`src/rtl/hazard_control_unit_if.sv`:
```
// Pipeline-side signal bundle for hazard_control_unit: hazard sources from ID/EX
// and the stall/flush/halt controls returned to the pipeline.
interface hazard_control_unit_if;
  logic       memRead_EX;
  logic [2:0] rdAddr_EX;
  logic [2:0] rsAddr_ID;
  logic [2:0] rtAddr_ID;
  logic       useRs_ID;
  logic       useRt_ID;
  logic       branchTaken_EX;
  logic       inputEnable_EX;
  logic       inputValid;
  logic       haltReq;
  logic       resume;
  logic       pcWrite;
  logic       IFIDWrite;
  logic       IFFlush;
  logic       IDFlush;
  logic       changeEnable;
  logic       inputAck;
  logic       halted;

  modport slave (
    input  memRead_EX, rdAddr_EX, rsAddr_ID, rtAddr_ID, useRs_ID, useRt_ID,
    input  branchTaken_EX, inputEnable_EX, inputValid, haltReq, resume,
    output pcWrite, IFIDWrite, IFFlush, IDFlush, changeEnable, inputAck, halted
  );

  modport master (
    output memRead_EX, rdAddr_EX, rsAddr_ID, rtAddr_ID, useRs_ID, useRt_ID,
    output branchTaken_EX, inputEnable_EX, inputValid, haltReq, resume,
    input  pcWrite, IFIDWrite, IFFlush, IDFlush, changeEnable, inputAck, halted
  );
endinterface

```
`src/rtl/hazard_control_unit.sv`:
```
// Pipeline hazard controller: load-use stall, branch flush, input wait and halt drain.
// Optional stall/flush statistics counters are enabled by defining HAZARD_STATS_EN.
module hazard_control_unit (
  input  logic                   clock,
  input  logic                   reset,
  hazard_control_unit_if.slave   hz
`ifdef HAZARD_STATS_EN
  ,
  output logic [15:0]            stallCycles,
  output logic [15:0]            flushCycles
`endif
);

  typedef enum logic [1:0] {
    ST_RUN     = 2'd0,
    ST_IN_WAIT = 2'd1,
    ST_DRAIN   = 2'd2,
    ST_HALTED  = 2'd3
  } state_e;

  state_e     state_q, state_d;
  logic [1:0] drain_cnt_q, drain_cnt_d;

  logic load_use_s;
  logic pc_write_s;
  logic ifid_write_s;
  logic if_flush_s;
  logic id_flush_s;
  logic change_en_s;
  logic input_ack_s;
  logic halted_s;

  assign load_use_s = hz.memRead_EX &&
                      ((hz.useRs_ID && (hz.rsAddr_ID == hz.rdAddr_EX)) ||
                       (hz.useRt_ID && (hz.rtAddr_ID == hz.rdAddr_EX)));

  // State and drain counter registers
  always_ff @(posedge clock) begin
    if (reset) begin
      state_q     <= ST_RUN;
      drain_cnt_q <= 2'd0;
    end else begin
      state_q     <= state_d;
      drain_cnt_q <= drain_cnt_d;
    end
  end

  // Next-state and control decode; reset forces safe bubble-inserting outputs
  always_comb begin
    state_d      = state_q;
    drain_cnt_d  = drain_cnt_q;
    pc_write_s   = 1'b1;
    ifid_write_s = 1'b1;
    if_flush_s   = 1'b0;
    id_flush_s   = 1'b0;
    change_en_s  = 1'b1;
    input_ack_s  = 1'b0;
    halted_s     = 1'b0;
    if (reset) begin
      pc_write_s   = 1'b0;
      ifid_write_s = 1'b0;
      if_flush_s   = 1'b1;
      id_flush_s   = 1'b1;
      change_en_s  = 1'b0;
      state_d      = ST_RUN;
      drain_cnt_d  = 2'd0;
    end else begin
      case (state_q)
        ST_RUN: begin
          // A starved input read freezes EX, so a branch resolving there is not real yet
          if (hz.inputEnable_EX && !hz.inputValid) begin
            pc_write_s   = 1'b0;
            ifid_write_s = 1'b0;
            change_en_s  = 1'b0;
            state_d      = ST_IN_WAIT;
          end else if (hz.branchTaken_EX) begin
            if_flush_s  = 1'b1;
            id_flush_s  = 1'b1;
            input_ack_s = hz.inputEnable_EX;
          end else begin
            pc_write_s   = !load_use_s;
            ifid_write_s = !load_use_s;
            id_flush_s   = load_use_s;
            input_ack_s  = hz.inputEnable_EX;
            state_d      = hz.haltReq ? ST_DRAIN : ST_RUN;
            drain_cnt_d  = hz.haltReq ? 2'd3 : drain_cnt_q;
          end
        end
        ST_IN_WAIT: begin
          pc_write_s   = 1'b0;
          ifid_write_s = 1'b0;
          change_en_s  = hz.inputValid;
          input_ack_s  = hz.inputValid;
          state_d      = hz.inputValid ? ST_RUN : ST_IN_WAIT;
        end
        ST_DRAIN: begin
          pc_write_s   = 1'b0;
          ifid_write_s = 1'b0;
          id_flush_s   = 1'b1;
          drain_cnt_d  = (drain_cnt_q == 2'd0) ? 2'd0 : (drain_cnt_q - 2'd1);
          state_d      = (drain_cnt_q <= 2'd1) ? ST_HALTED : ST_DRAIN;
        end
        ST_HALTED: begin
          pc_write_s   = 1'b0;
          ifid_write_s = 1'b0;
          change_en_s  = 1'b0;
          halted_s     = 1'b1;
          state_d      = hz.resume ? ST_RUN : ST_HALTED;
        end
        default: begin
          state_d     = ST_RUN;
          drain_cnt_d = 2'd0;
        end
      endcase
    end
  end

  assign hz.pcWrite      = pc_write_s;
  assign hz.IFIDWrite    = ifid_write_s;
  assign hz.IFFlush      = if_flush_s;
  assign hz.IDFlush      = id_flush_s;
  assign hz.changeEnable = change_en_s;
  assign hz.inputAck     = input_ack_s;
  assign hz.halted       = halted_s;

`ifdef HAZARD_STATS_EN
  logic [15:0] stall_cnt_q;
  logic [15:0] flush_cnt_q;
  logic        stall_evt_s;
  logic        flush_evt_s;

  assign stall_evt_s = !pc_write_s && (state_q != ST_HALTED) && !reset;
  assign flush_evt_s = id_flush_s && !reset;

  // Saturating stall and flush statistics counters
  always_ff @(posedge clock) begin
    if (reset) begin
      stall_cnt_q <= 16'd0;
      flush_cnt_q <= 16'd0;
    end else begin
      if (stall_evt_s && (stall_cnt_q != 16'hFFFF)) begin
        stall_cnt_q <= stall_cnt_q + 16'd1;
      end
      if (flush_evt_s && (flush_cnt_q != 16'hFFFF)) begin
        flush_cnt_q <= flush_cnt_q + 16'd1;
      end
    end
  end

  assign stallCycles = stall_cnt_q;
  assign flushCycles = flush_cnt_q;
`endif

endmodule

```
`src/flat_wrapper.sv`:
```
// flat-port wrapper written by rule: the top's interface ports become plain ports
module hazard_control_unit_flat 
  (clock, reset, hz_memRead_EX, hz_rdAddr_EX, hz_rsAddr_ID, hz_rtAddr_ID, hz_useRs_ID, hz_useRt_ID, hz_branchTaken_EX, hz_inputEnable_EX, hz_inputValid, hz_haltReq, hz_resume, hz_pcWrite, hz_IFIDWrite, hz_IFFlush, hz_IDFlush, hz_changeEnable, hz_inputAck, hz_halted);
  hazard_control_unit_if hz_i ();
  input  logic clock;
  input  logic reset;
  input wire logic [$bits(hz_i.memRead_EX)-1:0] hz_memRead_EX;
  input wire logic [$bits(hz_i.rdAddr_EX)-1:0] hz_rdAddr_EX;
  input wire logic [$bits(hz_i.rsAddr_ID)-1:0] hz_rsAddr_ID;
  input wire logic [$bits(hz_i.rtAddr_ID)-1:0] hz_rtAddr_ID;
  input wire logic [$bits(hz_i.useRs_ID)-1:0] hz_useRs_ID;
  input wire logic [$bits(hz_i.useRt_ID)-1:0] hz_useRt_ID;
  input wire logic [$bits(hz_i.branchTaken_EX)-1:0] hz_branchTaken_EX;
  input wire logic [$bits(hz_i.inputEnable_EX)-1:0] hz_inputEnable_EX;
  input wire logic [$bits(hz_i.inputValid)-1:0] hz_inputValid;
  input wire logic [$bits(hz_i.haltReq)-1:0] hz_haltReq;
  input wire logic [$bits(hz_i.resume)-1:0] hz_resume;
  output wire logic [$bits(hz_i.pcWrite)-1:0] hz_pcWrite;
  output wire logic [$bits(hz_i.IFIDWrite)-1:0] hz_IFIDWrite;
  output wire logic [$bits(hz_i.IFFlush)-1:0] hz_IFFlush;
  output wire logic [$bits(hz_i.IDFlush)-1:0] hz_IDFlush;
  output wire logic [$bits(hz_i.changeEnable)-1:0] hz_changeEnable;
  output wire logic [$bits(hz_i.inputAck)-1:0] hz_inputAck;
  output wire logic [$bits(hz_i.halted)-1:0] hz_halted;
  assign hz_i.memRead_EX = hz_memRead_EX;
  assign hz_i.rdAddr_EX = hz_rdAddr_EX;
  assign hz_i.rsAddr_ID = hz_rsAddr_ID;
  assign hz_i.rtAddr_ID = hz_rtAddr_ID;
  assign hz_i.useRs_ID = hz_useRs_ID;
  assign hz_i.useRt_ID = hz_useRt_ID;
  assign hz_i.branchTaken_EX = hz_branchTaken_EX;
  assign hz_i.inputEnable_EX = hz_inputEnable_EX;
  assign hz_i.inputValid = hz_inputValid;
  assign hz_i.haltReq = hz_haltReq;
  assign hz_i.resume = hz_resume;
  assign hz_pcWrite = hz_i.pcWrite;
  assign hz_IFIDWrite = hz_i.IFIDWrite;
  assign hz_IFFlush = hz_i.IFFlush;
  assign hz_IDFlush = hz_i.IDFlush;
  assign hz_changeEnable = hz_i.changeEnable;
  assign hz_inputAck = hz_i.inputAck;
  assign hz_halted = hz_i.halted;
  hazard_control_unit u_core (.clock(clock), .reset(reset), .hz(hz_i));
endmodule
```
`config.mk`:
```
export PLATFORM = sky130hd
export DESIGN_NAME = hazard_control_unit_flat
export DESIGN_NICKNAME = d
export VERILOG_FILES = /design/src/rtl/hazard_control_unit_if.sv /design/src/rtl/hazard_control_unit.sv /design/src/flat_wrapper.sv
export SDC_FILE = /design/constraint.sdc
export NUM_CORES = 1
export LEC_CHECK = 0
export ABC_CLOCK_PERIOD_IN_PS = 1600
export CAP_MARGIN = 20
export CORE_AREA = 4 4 41 43
export DETAILED_ROUTE_END_ITERATION = 12
export DIE_AREA = 0 0 45 47
export GPL_TIMING_DRIVEN = 0
export SETUP_SLACK_MARGIN = 0.5
export SYNTH_ARGS = -nofsm -noshare
export SYNTH_HDL_FRONTEND = slang
export SYNTH_SLANG_ARGS = --single-unit
```
`constraint.sdc`:
```
create_clock -name clock -period 1.6 [get_ports clock]
set_input_delay 0.32 -clock clock [delete_from_list [all_inputs] [get_ports clock]]
set_output_delay 0.32 -clock clock [all_outputs]
set_load 0.005 [all_outputs]
```
; ---- Word level (Yosys, flattened, before mapping)
; Cells that the tools add are included.
[totals]
ff_bits = 4
in_bits = 19
out_inout_bits = 7
[op_classes]
add_sub_neg = 1
n_lt_le_gt_ge = 1
n_eq_ne = 9
mux = 32
n_reduce_logical = 12
[op_table]
columns = op, n
row1 = two-way mux 1 bit, 18
row2 = two-way mux 2 bit, 8
row3 = one-hot mux 2 bit (4 select lines), 1
row4 = == test 3 bit, 2
row5 = inequality test 2 bit (second input constant), 3
row6 = one-hot mux 1 bit (2 select lines), 3
row7 = == test 2 bit (second input constant), 2
row8 = logical AND 1 bit, 4
row9 = zero test 2 bit, 2
row10 = one-hot mux 2 bit (2 select lines), 1
row11 = AND reduction 4 bit, 1
row12 = inequality test 3 x 2 -> 1 bit (second input constant), 1
row13 = one-hot mux 1 bit (3 select lines), 1
row14 = OR reduction 3 bit, 1
row15 = == test 2 x 1 -> 1 bit (second input constant), 1
row16 = less-or-equal comparator 2 x 1 -> 1 bit (second input constant), 1
row17 = zero test 1 bit, 2
row18 = nonzero test 2 bit, 1
row19 = subtractor 2 x 1 -> 2 bit (second input constant), 1
row20 = logical OR 1 bit, 1

; ---- Longest topological paths before layout
; Gate-level depths: netlist of run 1.
[depth]
word_depth = 9
mapped_depth = 5

; ---- Least setup slack after synthesis of run 1
; No wires, ideal clock.
[synth_path]
path_kind = register -> output
from = register u_core.state_q[1]
to = output hz_pcWrite
t_arrival_ns = 1.225
required_time_ns = 1.280
path_slack_ns = 0.055
stages_incl_launch_ff = 5
n_path_buf = 1
cell_sequence = dfxtp_1 > a211oi_2 > inv_1 > a311oi_1 > buf_4
[synth_between]
elab_chain_cells = 4
elab_cells_between_ends = 7
classes_between = eq/ne (3) / mux (2) / reduce/logical (2)
[synth_lines]
columns = element, line
row1 = from (decl), hazard_control_unit.sv:21  ; state_e state_q, state_d;
row2 = from (signal assigned), hazard_control_unit.sv:43  ; state_q <= state_d;
row3 = == test 2 x 1 -> 1 bit or == test 2 bit (tied branches), --
row4 = OR reduction 3 bit (no source line), --
row5 = one-hot mux 1 bit (2 select lines) (*), --
row6 = two-way mux 1 bit (*), --
row7 = to (decl), flat_wrapper.sv:18  ; output wire logic [$bits(hz_i.pcWrite)-1:0] hz_pcWrite;
; Mark *: on every way between the ends. The rest lies on a longest branch, timed or not.

; ---- Final worst setup path of run 1
[layout_path]
from = register u_core.state_q[0]
to = output hz_IDFlush
[layout_between]
elab_chain_cells = 3
elab_cells_between_ends = 4
classes_between = eq/ne (1) / mux (2) / reduce/logical (1)
[layout_lines]
columns = element, line
row1 = == test 2 bit or zero test 2 bit (tied branches), hazard_control_unit.sv:68  ; case (state_q)
row2 = one-hot mux 1 bit (2 select lines) (*), hazard_control_unit.sv:68
row3 = two-way mux 1 bit (*), hazard_control_unit.sv:59  ; if (reset) begin
row4 = to (decl), flat_wrapper.sv:21  ; output wire logic [$bits(hz_i.IDFlush)-1:0] hz_IDFlush;
; Marked as above.

==> flow_summary.toml, run 1 <==
[power_and_ir_drop]
p_leak_nw = 0.3309
power_mw = 0.4686
peakVddDrop_mv = 0.2287
p_per_area_mw_per_mm2 = 629.4

[placed_design]
gp_congestion = 0.7475
portBuffers = 24
dp.cells = 84
dp_hpwl_um = 725.6

[sta]
min_period_over_period = 1.049
maxSlewViolCount = 0
setup_viol = 3
relSlewSlack = 0.8090
setup_tns_ps = -148.9
timing.final.ws_setup_ps = -78.11
worstMarginPinSlew_ps = 286.5
skew_ps = 8.001
rsz0062_at_grt = "yes"
period_minus_slack_ps = 1678
hold_viol_final = 0
max_freq_mhz = 595.9

[floorplanning]
rows = 13
fp.dieW_um = 45
start_util = 0.2529
dieArea_mm2 = 0.002115
die_h_um = 47
design.portCount = 26
core-area_mm2 = 0.001301

[logic_synthesis]
post-synth-top-area-fraction = 0.2433
synth_nets = 64
ys_ff_latch = 4
synth.area.top_cells = "dfxtp_1, xnor2_1, a21oi_1, a21o_1, buf_4"
syn_inst = 45
ys_warn_count = 0
syn_area_per_cell_um2 = 7.313
synthDistinctLibCells = 20
synth_top_cell_by_area = "dfxtp_1"
synth_area_um2 = 329.1
ys_seq_area_frac = 0.2433

[final_layout]
num-fill-cells = 131
antennaDiodeCount = 0
drive_above_1_share = 0.4815
instances_no_fill = 96
fin_nets = 102
area_delta_synth_final_pct = 126.2

[global_route]
grt_pass1_wl_um = 1773
overflow = 0
antenna_found_initial = 0
track_usage = 0.1203
first_global_vias = 447
grt_max_degree = 9

[critical_path]
worstRegToRegCells = 7
setup.worst_path.start_class = "register"
cp_max_fo = 2
crit_required_ps = 1280
crit_type = "reg2out"
reg2reg_setup_slack_ps = 330
cp-end-kind = "output port"
r2r-start = "u_core.state_q[0]$_SDFFE_PP0P_"
arrival_ps = 1360
reg2reg_to = "u_core.state_q[1]$_SDFFE_PP0P_"

[drt]
num_vias = 444
drtIter0Drc = 6
drt_wl_total_um = 1142
via_per_inst = 4.625
drc_errors = 0
route.antenna.remaining_nets = 0
first_pass_iters = 4
wire_per_inst_um = 11.90

[cts]
clk_pin_slew_ps = 40
clk_latency_ps = 240
cts_buffers = 3
hold_buffers = 0
cts_max_level = 1
cts_buffer_depth = 2
cts.sinks = 4
cts_root_buffer = "clkbuf_4"
cts_tree = "done"

[status]
outcome = "finished, violations left"
violations = "setup timing"

[min_path]
hold_end = "u_core.drain_cnt_q[1]$_SDFFE_PP0P_"
hold_path_class = "in2reg"
holdPathStages = 2
hp-start = "reset"

[flow_run]
cap_violations = 0
==> final cells by class <==
class,instances,area (um^2),area share
Timing Repair Buffer,33,295.3,0.3966
Multi-Input combinational cell,34,282.8,0.3798
Sequential cell,4,87.58,0.1176
Clock buffer,3,22.52,0.03025
Buffer,2,18.77,0.02521
Inverter,5,18.77,0.02521
Tap cell,15,18.77,0.02521
==> routing by layer <==
layer  wire (um)  global-route usage
met2         530              0.1921
met4          20             0.08772
met5           0                   0
met1         461              0.1256
met3         130             0.05364
==> Yosys cell counts <==
cell,instances
a311o_1,1
nand2b_1,2
a311oi_1,1
a211oi_2,1
a21o_1,2
dfxtp_1,4
a21oi_1,4
nor2_1,4
nor3b_1,1
a31oi_1,1
xnor2_1,6
nand4_1,2
nor3_1,2
inv_2,1
buf_4,2
nand2_1,4
a22oi_1,1
nand3_1,1
inv_1,4
o21ai_1,1
==> registers in the layout, summed over array words and instances, names as in the netlist <==
name / cells
u_core.state_q: 2
u_core.drain_cnt_q: 2
==> through the flow <==
step	area, um^2	hold WS [ps]	utilization	setup WS [ps]
finish	744.5	287.5	0.5721	-78.11
global route	744.5	282.4	0.5721	-148.4
CTS	709.4	275.5	0.5452	-111.1
detailed placement	608.1	487.6	0.4673	-861.4
global placement	608.1	484.1	0.4673	-863.3
floorplan	349.1	464.0	-	218.1
==> report_power, final <==
group | switching (mW) | internal, mW | total (mW) | leakage, nW
clock | 0.0458 | 0.0842 | 0.130 | 0.0138
combinational | 0.0881 | 0.133 | 0.221 | 0.283
sequential | 0.00872 | 0.109 | 0.118 | 0.0342
total | 0.143 | 0.326 | 0.469 | 0.331
==> how the worst max path moves through the flow <==
stage | startpoint | endpoint | depth (start not counted)
2_1_floorplan | u_core.state_q[0]$_SDFFE_PP0P_ | hz_pcWrite | 4
3_3_place_gp | hz_inputValid | hz_pcWrite | 7
3_5_place_dp | hz_inputValid | hz_pcWrite | 7
4_1_cts | u_core.state_q[0]$_SDFFE_PP0P_ | hz_pcWrite | 5
5_1_grt | u_core.state_q[0]$_SDFFE_PP0P_ | hz_IDFlush | 5
6_report | u_core.state_q[0]$_SDFFE_PP0P_ | hz_IDFlush | 5
==> timing repair <==
item | 4_1_cts | 5_1_grt
buffers inserted | 8 | 1
gates resized for setup | 60 | 17
pin swaps | 13 | 13
setup endpoints to repair | 10 | 11
==> cell families after synthesis <==
group,synth area share
flops,0.2434
buf+inv,0.1026
simple gates,0.2357
xor+xnor,0.1597
compound gates,0.2586
==> layout by cell type (no fill, tap or decap), types with 2 or more instances in the layout <==
| cell | count |
|---|---|
| nand4_1 | 2 |
| nand2_1 | 4 |
| a21o_1 | 2 |
| a21oi_2 | 3 |
| clkbuf_2 | 3 |
| clkdlybuf4s15_1 | 6 |
| dfxtp_4 | 2 |
| buf_6 | 9 |
| inv_1 | 4 |
| dfxtp_1 | 2 |
| xnor2_1 | 5 |
| clkdlybuf4s15_2 | 2 |
| clkbuf_4 | 3 |
| buf_2 | 4 |
| nor2_1 | 2 |
| clkdlybuf4s50_1 | 3 |
| dlygate4sd2_1 | 4 |
| buf_4 | 4 |
==> critical path, cell delays in order (launching register included) <==
cell      delay (ps)
dfxtp_4          360
a211oi_4          40
buf_4            140
a21o_1           190
a311o_1          260
buf_2            130
Power figures use the tool's default switching activity.
==> inputs of run 2 (changes only) <==
- ABC_CLOCK_PERIOD_IN_PS: 1600 -> 1700
- clock period: 1.6 -> 1.7 ns (I/O delays scaled with it)
==> run 2 against run 1 <==
Compared with the run above:
- the flow still finishes with violations (setup timing)
- core utilization decreased by 3.4 points
- critical path type is now in2out
- design area is 5.9% lower
- global-route usage decreased by 0.32 points
- sequential share of layout area grew 0.74 points
==> flow_summary.toml, run 2 (synthesized netlist as in run 1, its figures left out) <==
[sta]
skew_ps = 4.352
hold_viol_final = 0
maxSlewViolCount = 0
rsz0062_at_grt = "yes"
min_period_over_period = 1.004
max_freq_mhz = 585.8
relSlewSlack = 0.8435
worstMarginPinSlew_ps = 234.8
setup_viol = 1
period_minus_slack_ps = 1707
timing.final.ws_setup_ps = -7.014

[final_layout]
antennaDiodeCount = 0
final_common_cell = "buf_2"
fin_nets = 101
area_delta_synth_final_pct = 112.9
final_cell_mix = "buf_2, buf_6, buf_4"
reg_top3 = "u_core.drain_cnt_q: 2 flops, u_core.state_q: 2 flops"
drive_above_1_share = 0.5625
utilization = 0.5385

[min_path]
hold_path_class = "in2reg"

[critical_path]
setup.worst_path.start_class = "input port"
reg2reg_setup_slack_ps = 510
crit_type = "in2out"
crit_required_ps = 1360
cp-end-kind = "output port"
arrival_ps = 1370
cp_max_fo = 3

[cts]
cts.sinks = 4
cts_root_buffer = "clkbuf_4"
cts_max_level = 1
hold_buffers = 0
clk_latency_ps = 240
cts_tree = "done"
clk_pin_slew_ps = 40
cts_buffer_depth = 2
cts_buffers = 3

[placed_design]
gp_congestion = 0.7475
dp_hpwl_um = 725.6
place_ws_ps = -801.4
portBuffers = 24

[global_route]
grt_max_degree = 9
track_usage = 0.1171
grt_pass1_wl_um = 1745
antenna_found_initial = 0
overflow = 0
first_global_vias = 462

[flow_run]
cap_violations = 0

[status]
outcome = "finished, violations left"
violations = "setup timing"

[floorplanning]
design.portCount = 26
rows = 13
die_h_um = 47
core-area_mm2 = 0.001301
fp.dieW_um = 45
start_util = 0.2529
dieArea_mm2 = 0.002115

[drt]
drc_errors = 0
wire_per_inst_um = 11.23
route.antenna.remaining_nets = 0
drt_wl_total_um = 1067
first_pass_iters = 4
via_per_inst = 4.611
drtIter0Drc = 1
num_vias = 438

[power_and_ir_drop]
p_per_area_mw_per_mm2 = 601.4
peakVddDrop_mv = 0.2207
p_leak_nw = 0.3235
## run 2: routing by layer
layer	track usage	wire length [um]	vias to the layer above
met3	0.04215	132	4
li1	-	-	225
met4	0.08772	33	0
met2	0.2062	528	23
met1	0.1119	373	186
met5	0	0	-
## run 2: timing repair
action / CTS / global route
pin swaps: 14 / 11
buffers inserted: 7 / 1
endpoints found under the setup margin: 10 / 9
gates resized for setup: 69 / 14
## run 2: power by group
part	switching [mW]	internal, mW
clock network	0.0404	0.0791
logic	0.0774	0.113
registers	0.00819	0.103
total	0.126	0.295
## run 2: worst paths after layout
path	start	endpoint	depth (start not counted)
max	hz_inputEnable_EX	hz_IDFlush	6
max reg2reg	u_core.state_q[1]$_SDFFE_PP0P_	u_core.drain_cnt_q[0]$_SDFFE_PP0P_	6
min reg2reg	u_core.drain_cnt_q[1]$_SDFFE_PP0P_	u_core.drain_cnt_q[1]$_SDFFE_PP0P_	2
min	reset	u_core.drain_cnt_q[1]$_SDFFE_PP0P_	2
## run 2: worst max-delay path, stage by stage
cell and delay (ps):
clkdlybuf4s15_2 230, a211oi_4 70, buf_4 140, a21o_1 190
a311o_1 260, buf_2 130
## run 2: final cells by class
cell class / count / area [um^2]
fill: 140 / 600.6
timing repair buffer: 32 / 251.5
multi-input combinational: 34 / 282.8
buffer: 2 / 18.77
clock buffer: 3 / 22.52
inverter: 5 / 18.77
sequential: 4 / 87.58
tap: 15 / 18.77
## run 2: through the flow
step                      total power [mW]  hold WS, ps  area [um^2]  setup TNS [ps]  cells
after floorplan                     0.1860        464.0        349.1               0     45
after global placement              0.2689        484.1        608.1           -3394     84
after detailed placement            0.2687        487.6        608.1           -3345     84
after CTS                           0.4108        295.9        684.4          -75.67     94
after global routing                0.4527        307.3        700.7          -106.0     95
final                               0.4214        307.6        700.7          -7.014     95
